**src/rtl/uart_tx.sv**
```systemverilog
// UART transmitter: start bit, LSB-first data, optional parity, one stop bit.
// A one-word holding register lets frames go out back-to-back with no idle gap.
module uart_tx #(
    parameter int CLK_BAUD_RATIO = 868,
    parameter int DATA_SIZE      = 8,
    parameter int PARITY         = 0
) (
    input  logic                 clk_in,
    input  logic                 rst_in,
    input  logic [DATA_SIZE-1:0] data_in,
    input  logic                 valid_in,
    output logic                 ready_out,
    output logic                 tx_out,
    output logic                 busy_out,
    output logic                 done_out
);
    typedef enum logic [2:0] {IDLE, START, DATA, PAR, STOP} state_t;

    localparam int CNT_W = $clog2(CLK_BAUD_RATIO);
    localparam int IDX_W = (DATA_SIZE > 1) ? $clog2(DATA_SIZE) : 1;
    localparam logic [CNT_W-1:0] CNT_LAST = CNT_W'(CLK_BAUD_RATIO - 1);
    localparam logic [CNT_W-1:0] CNT_DONE = CNT_W'(CLK_BAUD_RATIO - 2);
    localparam logic [IDX_W-1:0] IDX_LAST = IDX_W'(DATA_SIZE - 1);

    state_t               state;
    logic [CNT_W-1:0]     cnt;
    logic [IDX_W-1:0]     idx;
    logic [DATA_SIZE-1:0] shift, shift_nxt, hold;
    logic                 par_bit, hold_full;
    logic                 hs, bit_end;

    // Parity is fixed when the word enters the shift register.
    function automatic logic par_of(input logic [DATA_SIZE-1:0] w);
        return (PARITY == 2) ? ~(^w) : (^w);
    endfunction

    assign ready_out = !hold_full;
    assign hs        = valid_in && ready_out;
    assign bit_end   = (cnt == CNT_LAST);
    assign shift_nxt = shift >> 1;

    always_ff @(posedge clk_in or negedge rst_in) begin
        if (!rst_in) begin
            state     <= IDLE;
            cnt       <= '0;
            idx       <= '0;
            shift     <= '0;
            hold      <= '0;
            par_bit   <= 1'b0;
            hold_full <= 1'b0;
            tx_out    <= 1'b1;
            busy_out  <= 1'b0;
            done_out  <= 1'b0;
        end else begin
            done_out <= (state == STOP) && (cnt == CNT_DONE);
            cnt      <= (state == IDLE || bit_end) ? '0 : cnt + 1'b1;

            // While busy, a word goes to the holding register unless the frame
            // is ending right now, in which case it is loaded straight away.
            if (hs && state != IDLE && !(state == STOP && bit_end)) begin
                hold      <= data_in;
                hold_full <= 1'b1;
            end

            case (state)
                IDLE: begin
                    tx_out <= 1'b1;
                    if (hs) begin
                        shift    <= data_in;
                        par_bit  <= par_of(data_in);
                        state    <= START;
                        tx_out   <= 1'b0;
                        busy_out <= 1'b1;
                    end
                end
                START: if (bit_end) begin
                    state  <= DATA;
                    idx    <= '0;
                    tx_out <= shift[0];
                end
                DATA: if (bit_end) begin
                    shift <= shift_nxt;
                    idx   <= idx + 1'b1;
                    if (idx == IDX_LAST) begin
                        if (PARITY != 0) begin
                            state  <= PAR;
                            tx_out <= par_bit;
                        end else begin
                            state  <= STOP;
                            tx_out <= 1'b1;
                        end
                    end else begin
                        tx_out <= shift_nxt[0];
                    end
                end
                PAR: if (bit_end) begin
                    state  <= STOP;
                    tx_out <= 1'b1;
                end
                STOP: if (bit_end) begin
                    if (hold_full) begin
                        shift     <= hold;
                        par_bit   <= par_of(hold);
                        hold_full <= 1'b0;
                        state     <= START;
                        tx_out    <= 1'b0;
                    end else if (hs) begin
                        shift   <= data_in;
                        par_bit <= par_of(data_in);
                        state   <= START;
                        tx_out  <= 1'b0;
                    end else begin
                        state    <= IDLE;
                        busy_out <= 1'b0;
                        tx_out   <= 1'b1;
                    end
                end
                default: state <= IDLE;
            endcase
        end
    end
endmodule
```
**config.mk**
```make
export PLATFORM = sky130hd
export DESIGN_NAME = uart_tx
export DESIGN_NICKNAME = d
export VERILOG_FILES = /design/src/rtl/uart_tx.sv
export SDC_FILE = /design/constraint.sdc
export NUM_CORES = 1
export LEC_CHECK = 0
export CAP_MARGIN = 5
export CELL_PAD_IN_SITES_DETAIL_PLACEMENT = 1
export CELL_PAD_IN_SITES_GLOBAL_PLACEMENT = 2
export CORE_MARGIN = 2
export CORE_UTILIZATION = 37
export CTS_CLUSTER_DIAMETER = 40
export DETAILED_ROUTE_END_ITERATION = 8
export PLACE_DENSITY = 0.89
export RECOVER_POWER = 50
export SYNTH_ARGS = -nofsm -noshare
export SYNTH_HDL_FRONTEND = slang
export SYNTH_SLANG_ARGS = --single-unit
```
**constraint.sdc**
```tcl
create_clock -name clk_in -period 2.4 [get_ports clk_in]
set_input_delay 0.6 -clock clk_in [delete_from_list [all_inputs] [get_ports clk_in]]
set_output_delay 0.6 -clock clk_in [all_outputs]
set_load 0.02 [all_outputs]
```
== After elaboration in Yosys (flattened, before gate mapping) ==
Cells that the tools add are included.

* Bits in read-only memories: 0
* Bits in registers: 36
* Output and inout port bits: 4
* Logic and storage cells: 80
* Memories kept: 0
* Latch bits: 0
* Input bits: 11
* RAM bits: 0

* Multipliers: 0
* Reductions and logical operators: 19
* Bitwise operators: 0
* Order comparisons: 0
* Shifts and indexed selects: 0
* Divide/modulo/power cells: 0
* Equal/unequal tests: 15
* Mux-type cells: 35
* Add/sub/neg operators: 2

{| class="wikitable"
|+ Operators with widths
! operator !! count
|-
| 8-bit 2-to-1 mux || 4
|-
| 3-bit 2-to-1 mux || 8
|-
| 8-bit case mux with 3 select lines || 1
|-
| 10-bit == test, second input constant || 2
|-
| 1-bit 2-to-1 mux || 17
|-
| 2-bit != test, second input constant || 8
|-
| 3-bit case mux with 5 select lines || 1
|-
| 10-bit by 1-bit adder with 10-bit output, second input constant || 1
|-
| 10-bit 2-to-1 mux || 1
|-
| 5-bit AND reduction || 2
|-
| 3-bit by 2-bit == test with 1-bit output, second input constant || 2
|-
| 3-bit == test, second input constant || 2
|-
| 3-bit case mux with 2 select lines || 1
|-
| 3-bit AND reduction || 2
|-
| 6-bit AND reduction || 1
|-
| 3-bit nonzero test || 2
|-
| 1-bit logical AND || 5
|-
| 1-bit case mux with 5 select lines || 1
|-
| 5-bit nonzero test || 1
|-
| 2-bit nonzero test || 2
|-
| 3-bit by 1-bit adder with 3-bit output, second input constant || 1
|-
| 3-bit by 1-bit == test with 1-bit output, second input constant || 1
|-
| 3-bit logical NOT || 1
|-
| 1-bit logical NOT || 2
|-
| 2 further kinds || 2
|}

== Depth between registers and ports, before layout ==
Gate-level depths: netlist of run 1.

* Depth in word-level cells: 8
* Gate-level depth with buffers: 6
* Mapped depth without buffers: 6

== Worst setup path before layout of run 1 ==
OpenSTA, ideal clock, no wires.

* Path type: reg2reg
* Start: register cnt[4]
* End: register hold[0]
* Required time: 2.275 ns
* Clock period less this slack: 1.732 ns
* Cell stages (with the launch flop): 6
* Setup time: 0.125 ns
* Buffers on the path: 1
* Path slack: 0.668 ns
* Arrival time: 1.607 ns
* Path through: dfrtp_1 -> buf_6 -> nor4b_4 -> a41oi_1 -> nand2_2 -> mux2_2

* Cells in the longest elaborated chain, start to end: 4

{| class="wikitable"
|+ RTL lines
! item !! line !! text
|-
| start: declaration || 26 || <nowiki>logic [CNT_W-1:0] cnt;</nowiki>
|-
| start signal: assignment || 56 || <nowiki>cnt <= (state == IDLE || bit_end) ? '0 : cnt + 1'b1;</nowiki>
|-
| 10-bit == test || 39 || <nowiki>assign bit_end = (cnt == CNT_LAST);</nowiki>
|-
| 1-bit logical AND || 60 || <nowiki>if (hs && state != IDLE && !(state == STOP && bit_end)) begin</nowiki>
|-
| 1-bit logical NOT || 60 ||
|-
| 1-bit logical AND || 60 ||
|-
| end signal: assignment || 61 || <nowiki>hold <= data_in;</nowiki>
|-
| end: declaration || 28 || <nowiki>logic [DATA_SIZE-1:0] shift, shift_nxt, hold;</nowiki>
|}

Every way passes these cells.
A chain may end at the register's enable or synchronous reset.

== Final worst setup path of run 1 ==
* Start: register tx_out
* End: output tx_out

{| class="wikitable"
|+ RTL lines
! item !! line !! text
|-
| start: declaration || 13 || <nowiki>output logic tx_out,</nowiki>
|-
| start signal: assignment || 79 || <nowiki>tx_out <= shift[0];</nowiki>
|-
| start signal: assignment || 87 || <nowiki>tx_out <= par_bit;</nowiki>
|-
| start signal: assignment || 93 || <nowiki>tx_out <= shift_nxt[0];</nowiki>
|}

No word-level cell between the ends.

==> summary.md, run 1 <==
The die is 75.8 um tall. The largest total area in the synthesized netlist belongs to sky130_fd_sc_hd__dfrtp_1. The tool flagged a number of max-cap violations equal to 0. The count of endpoints failing setup in the final report came out at 0. The sink count of the clock tree is 36. The max-slew violation total from the final report came out at 0.

Slowest library cell on the worst path: sky130_fd_sc_hd__clkdlybuf4s50_1. The tree is rooted in a sky130_fd_sc_hd__clkbuf_8. Hold buffer count at cts: 0. The logs give 0 for the count of endpoints failing hold in the final timing report and 218 for the net count of the finished layout.

Synthesis produced 185 cells. The synthesized netlist occupies a cell area of 1910 sq um. The number of different library cells used by synthesis comes to 47.

In this run the post-CTS setup repair buffer count came out at 0. The number of placed cells counting well taps was 266; the wire length of the first global-routing pass was 7.67 mm. The data arrival time at the worst-slack endpoint was 1.41 ns; the final non-filler cell total was 273. TritonCTS built the clock tree.

For the leakage dissipation, the log shows 0.981 nW. The number of buffer and inverter instances along the worst setup path is 1. Kind of end point of the critical path: an output pin. In the post-synthesis netlist, the biggest area contributors are sky130_fd_sc_hd__dfrtp_1, sky130_fd_sc_hd__mux2_2, sky130_fd_sc_hd__nor2_1.

The number of enable flip-flop cells after synthesis is 0. For the post-synthesis sequential area ratio, the log shows 0.472. The smallest clock period supported by the final layout is computed as 2.01 ns. For the total routing usage reported by global routing, the log shows 0.180. Clock-pin slew was measured on the worst setup and hold paths at 0.08 ns. The average via count per standard cell works out to 5.52.

In the layout the commonest cells are sky130_fd_sc_hd__dfrtp_1, sky130_fd_sc_hd__nor2_1, sky130_fd_sc_hd__inv_1. The worst stage delay on the critical path is 0.60 ns, and the sum of routed wire length over all layers is 4.61 mm. In this run the number of H-tree levels came out at 2. The normalized max-slew margin is 0.439. The count of routing violations after the opening detailed-route iteration is 90. Startpoint-to-endpoint class of the critical path: reg -> out.

In this run the power density over the cells is 663 nW/um^2. The measured slew at the worst slew-check pin was 0.842 ns; the detailed-placement wirelength estimate was 3.27 mm. Number of antenna violations at the first check in global routing: 0.

The reg-to-reg critical path startpoint is state[1]. The layout cell share with drive strength beyond 1 is 0.143. During placement, the flow inserted port buffers numbering 14.

The per-instance average area after synthesis was 10.3 sq um; the register bit total from synthesis was 36. For the area of the core, the log shows 5040 sq um. The total overflow left after global routing is 0. The run finished with clean final reports. The routed layout has 1,506 vias. The first detailed-routing pass took 4 iterations. Static timing analysis puts the maximum clock frequency at 0.497 GHz. Walking the worst path, the cells encountered are clkdlybuf4s50_1. The number of antenna diodes in the final layout is 0. The share of flip-flops with an asynchronous set or reset works out to 1.00. The area share of the largest cell type after synthesis works out to 0.459.

Leaving out fill and tap cells, the most frequent cell in the layout is sky130_fd_sc_hd__dfrtp_1. Counting the fill cells in the layout gives 566. Setup repair after global routing left no endpoint under its margin. In this run the remaining antenna-violating nets after routing total 0. After detailed routing, the number of remaining DRC violations is 0. The run gives 200 as the synthesized net count. The later pin in the worst-skew pair is clocked with a latency of 0.28 ns.

In this run the count of I/O pins placed on the die edge is 15. For the final database, setup skew stands at 0.0109 ns. Relative to the synthesized area, the layout overhead comes to 16.1%. The data required time of the critical path was 1.80 ns.

For the final routed database, the setup TNS stands at 0 ns. The global placement routability congestion was 0.770; the number of clock buffers inserted by TritonCTS was 5. The period utilization came out at 0.839. The dominant register cell in the synthesized netlist is sky130_fd_sc_hd__dfrtp_1. Tracing the worst setup path back leads to its startpoint at tx_out. The tools report the via count of the first global-routing pass as 1,554.

Class of the tightest hold or removal check: in -> async. Once the clock tree was built, the resizer swapped 0 gates to a different size. The area of the die came out at 5750 sq um.

Among cell families on the critical path, the largest total delay comes from buffers and inverters. From left edge to right edge, the die measures 75.8 um. The number of standard-cell rows in the floorplan was 26; the post-detailed-route wirelength per cell was 16.9 um.

STA classifies the critical path startpoint as a flip-flop. Entering global routing, the biggest net connects 37 pins. Initial core utilization: 0.379. VDD sags by at most 0.495 mV. Maximum fanout along the worst path: 2.

The count of warnings emitted by yosys is 0, and the maximum root-to-sink buffer count is 2.
## per-layer routing
metal	vias to the layer above	GRT usage	wire [um]
met5	-	0	0
met4	0	0.0526	80
li1	712	-	-
met2	36	0.292	2210
met3	13	0.0357	148
met1	745	0.244	2170
## synth_stat cells (all sizes together) (2+ instances only)
library cell	n
nand2	8
nand3	9
nand4	4
a21oi	6
o22ai	8
nor2b	2
mux2	9
clkbuf	5
nand2b	2
and3	9
o311ai	3
xor2	6
dfrtp	35
a221oi	6
buf	4
or2	2
nor3	2
nor2	16
xnor2	3
mux2i	2
inv	14
o21ai	5
ha	4
## through the flow
stage                     area, sq um  setup WS (ns)  hold WS [ns]  power, mW  utilization
after floorplan                  1910          0.668         0.304      0.918            -
after global placement           2130          0.395         0.483       1.01        0.423
after detailed placement         2130          0.404         0.491       1.02        0.423
after CTS                        2230          0.378         0.440       1.49        0.442
after global routing             2220          0.297         0.448       1.55        0.439
final                            2220          0.386         0.422       1.47        0.439
## registers in the layout, summed over array words and instances, names as in the netlist
register and count:
cnt 10, hold 8, shift 8, idx 3, state 3, busy_out 1, done_out 1, hold_full 1
tx_out 1
## report_power, final
group	internal, mW	total, mW	switching [mW]
clock network	0.256	0.463	0.207
registers	0.698	0.786	0.0883
logic	0.110	0.222	0.111
total	1.06	1.47	0.406
## cells by family (layout without fill, tap and decap cells)
kind of cell    count (synthesis)  after routing  synth area share
xor+xnor                        9              9            0.0413
fa+ha+maj                       5              5            0.0315
buf+inv                        23             41            0.0511
compound gates                 41             41             0.159
mux                            11             11            0.0636
flops                          36             36             0.472
simple gates                   60             60             0.181
## cell type report
class	instances	area (sq um)	area share
Sequential cell	36	902	0.407
Timing Repair Buffer	20	180	0.0813
Inverter	14	52.6	0.0237
Tap cell	70	87.6	0.0395
Multi-Input combinational cell	126	897	0.405
Clock buffer	7	96.3	0.0435
## path summary, 6_finish.rpt
check,to,slack (ns),depth (start not counted)
max in group asynchronous,hold[7],1.44,1
worst max register to register,shift[3],0.44,4
worst min register to register,hold[7],0.50,1
worst max-delay path,tx_out,0.39,1
worst min-delay path,cnt[8],0.42,1
min in group clk_in,hold[7],0.50,1
(Power assumes the default switching activity.)
==> inputs of run 2 (changes only) <==
- CORE_UTILIZATION: 37 -> 34
- PLACE_DENSITY: 0.89 -> 0.86
- clock period: 2.4 -> 1.65 ns (I/O delays scaled with it)
==> summary.md, run 2 (synthesized netlist as in run 1, its figures left out) <==
The flow ran to the end, but the final reports show violations. The final reports fail on negative setup slack. The hold buffer count at cts was 0. CTS placed an instance of sky130_fd_sc_hd__clkbuf_8 at the clock tree root. End of the worst register-to-register path: tx_out.

The largest vdd supply drop was 0.505 mV. The run gives 1 as the count of endpoints failing setup in the final report. The fraction of the core area covered by cells at the end of the flow is 0.487. The run gives 0.219 as the logic gate share of total power. Kind of cell adding the most delay to the critical path: compound AO/OA/AOI/OAI gates. The startpoint-to-endpoint class of the critical path is reg -> reg. In the final layout, the registers with the most flip-flops are cnt x10, hold x8, shift x8.

The area of the core was 5470 sq um. The class of the tightest hold or removal check is in -> async. The period utilization was 1.00. The number of standard-cell rows in the floorplan is 27. For this run the aggregate overflow at the end of global routing stands at 0.

After detailed routing, the average wire length per cell comes to 16.6 um. Total DRC errors in the routed layout: 0. The net count of the finished layout was 251. The later pin in the worst-skew pair is clocked with a latency of 0.30 ns.

In this run the tool buffered the top-level ports with 14 buffer cells. The count of nets left with antenna violations once routing finished came out at 0. Derived from the worst setup path, the maximum achievable clock frequency is 0.605 GHz. The via count of the first global-routing pass is 1,777. The tightest hold path in the finished design has a slack of 0.232 ns. The depth of the CTS H-tree came out at 2. The average via count per standard cell is 5.27, and the total routing usage reported by global routing is 0.179. The clock-pin slew on the worst setup and hold paths is 0.08 ns, and the number of antenna violations at the first check in global routing is 0. Leaving out fill and tap cells, the most frequent cells in the layout are sky130_fd_sc_hd__dfrtp_1, sky130_fd_sc_hd__buf_4, sky130_fd_sc_hd__inv_1, sky130_fd_sc_hd__nor2_1.

The met1 demand-to-capacity share in global routing came out at 0.241. The tools report the category of the worst setup path launch point as a flip-flop. The switching share of power was 0.280. The logs give 0 for the max-slew violation total from the final report and 0.453 for the sequential fraction of design power. Setup slack on the worst reg-to-reg path comes out at -0.003 ns. The analysis attributes to cell leakage a power of 1.24 nW.

The area of the die came out at 6230 sq um. Setup repair after global routing could not meet its margin everywhere. Sum of routed wire length over all layers: 5.13 mm. The data arrival time at the worst-slack endpoint is 1.90 ns, and the total number of vias is 1,627.

For the max-cap check violation count, the log shows 0. The number of top-level design ports was 15. After global routing, the most crowded layer is met2.

The count of endpoints failing hold in the final timing report is 0. The clock passes through at most 2 buffers. For this design the ratio of total power to cell area is 912 nW/um^2. Between clock sinks in the finished design, the worst skew comes to 0.00777 ns. STA classifies the critical path endpoint as a flip-flop. The most common library cell in the layout ignoring fill and taps is sky130_fd_sc_hd__dfrtp_1. For this run, the detailed router's first-pass iteration total came to 4. The minimum clock period was 1.65 ns; the data required time of the critical path was 1.90 ns. The tools report the normalized max-slew margin as 0.370. Worst setup margin: -0.00278 ns.

For the worst flop-to-flop path, the logic depth is 6. Maximum number of pins on one net before global-route repair: 21. The tools report the global placement routability congestion as 0.831. The die is 78.9 um tall. The slowest library cell on the worst path was sky130_fd_sc_hd__dfrtp_1. In this run, the number of DRC markers left after iteration 0 of detailed routing was 71. Of all nets on the critical path, the largest fanout is 4. Wire length of the first global-routing pass: 8.67 mm.

The tools report the met3 routing resource usage after global routing as 0.0330. TritonCTS created 5 clock buffers. Counting both buffers and inverters, the worst setup path holds a total of 0.

The library cell appearing most often on the critical path is sky130_fd_sc_hd__ha_1. The part of the power in the clock network is 0.328. Traced cell by cell, the critical path runs through ha_1 > ha_1 > nor2_1 > a2111o_1 > a21oi_1 > mux2_2. The number of flip-flops under the largest register name was 10.

The number of antenna diodes in the final layout is 0. More flip-flops sit in one register than any other, and that register is cnt. The sink count of the clock tree came out at 36. Measured slew at the worst slew-check pin: 0.945 ns.

The net switching power of the design was 682 uW; the initial core utilization was 0.349. In this run the critical register-to-register path is launched from idx[0]. The area growth from synthesis to layout is 39.6%. The internal portion of the total power is 1.75 mW.

For this run, the slowest stage of the critical path takes 0.42 ns. The layout cell share with drive strength beyond 1 came out at 0.350. The global routing met2 resource utilization is 0.286, and the detailed-placement wirelength estimate is 3.77 mm.

TritonCTS built the clock tree. The die is 78.9 um wide.
-- run 2: cell type report --
class | instances | area [sq um]
repair buffers | 53 | 447
clock inverters | 3 | 42.5
flip-flops and latches | 36 | 902
clock buffers | 5 | 68.8
inverters | 14 | 52.6
well taps | 72 | 90.1
multi-input cells | 126 | 1060
fillers | 623 | 2810
-- run 2: how the worst max path moves through the flow --
stage / startpoint / to / slack [ns] / cells past startpoint
6_report: idx[0] / tx_out / -0.003 / 6
5_1_grt: cnt[3] / hold[5] / -0.09 / 5
4_1_cts: cnt[4] / busy_out / -0.04 / 5
3_5_place_dp: valid_in / shift[5] / -0.25 / 5
3_3_place_gp: valid_in / shift[5] / -0.23 / 5
2_1_floorplan: cnt[4] / hold[0] / -0.0009 / 5
-- run 2: power by group through the flow --
stage          registers [mW]  logic, mW  clock network [mW]
2_1_floorplan            1.12      0.215                   0
3_5_place_dp             1.11      0.493                   0
3_3_place_gp             1.11      0.467                   0
4_1_cts                  1.10      0.520               0.821
6_report                 1.10      0.531               0.798
5_1_grt                  1.12      0.585               0.859
-- run 2: stage by stage --
stage | setup slack, ns | instance area (sq um) | instances | setup TNS (ns) | total power, mW
CTS | -0.0396 | 2590 | 309 | -0.337 | 2.44
global placement | -0.231 | 2390 | 298 | -3.46 | 1.58
global route | -0.0888 | 2670 | 309 | -1.27 | 2.56
floorplan | -0.000908 | 1920 | 185 | -0.00727 | 1.34
detailed placement | -0.252 | 2390 | 298 | -3.59 | 1.61
finish | -0.00278 | 2670 | 309 | -0.00278 | 2.43
-- run 2: layer usage --
| layer | part of all wire | routed length [um] |
|---|---|---|
| met2 | 0.49 | 2520 |
| met3 | 0.031 | 159 |
| met4 | 0.018 | 94 |
| met5 | 0 | 0 |
| met1 | 0.46 | 2350 |
-- run 2: worst register-to-register path, cell delays in order (launching register included) --
cell and delay [ns]:
sky130_fd_sc_hd__dfrtp_1 0.42, sky130_fd_sc_hd__ha_1 0.18, sky130_fd_sc_hd__ha_1 0.15, sky130_fd_sc_hd__nor2_1 0.07, sky130_fd_sc_hd__a2111o_1 0.42, sky130_fd_sc_hd__a21oi_1 0.19
sky130_fd_sc_hd__mux2_2 0.18
-- run 2: what timing repair did --
action,in CTS,in global routing
resized for setup,26,19
setup buffers,3,0
pin swaps,7,7
endpoints found under the setup margin,26,29
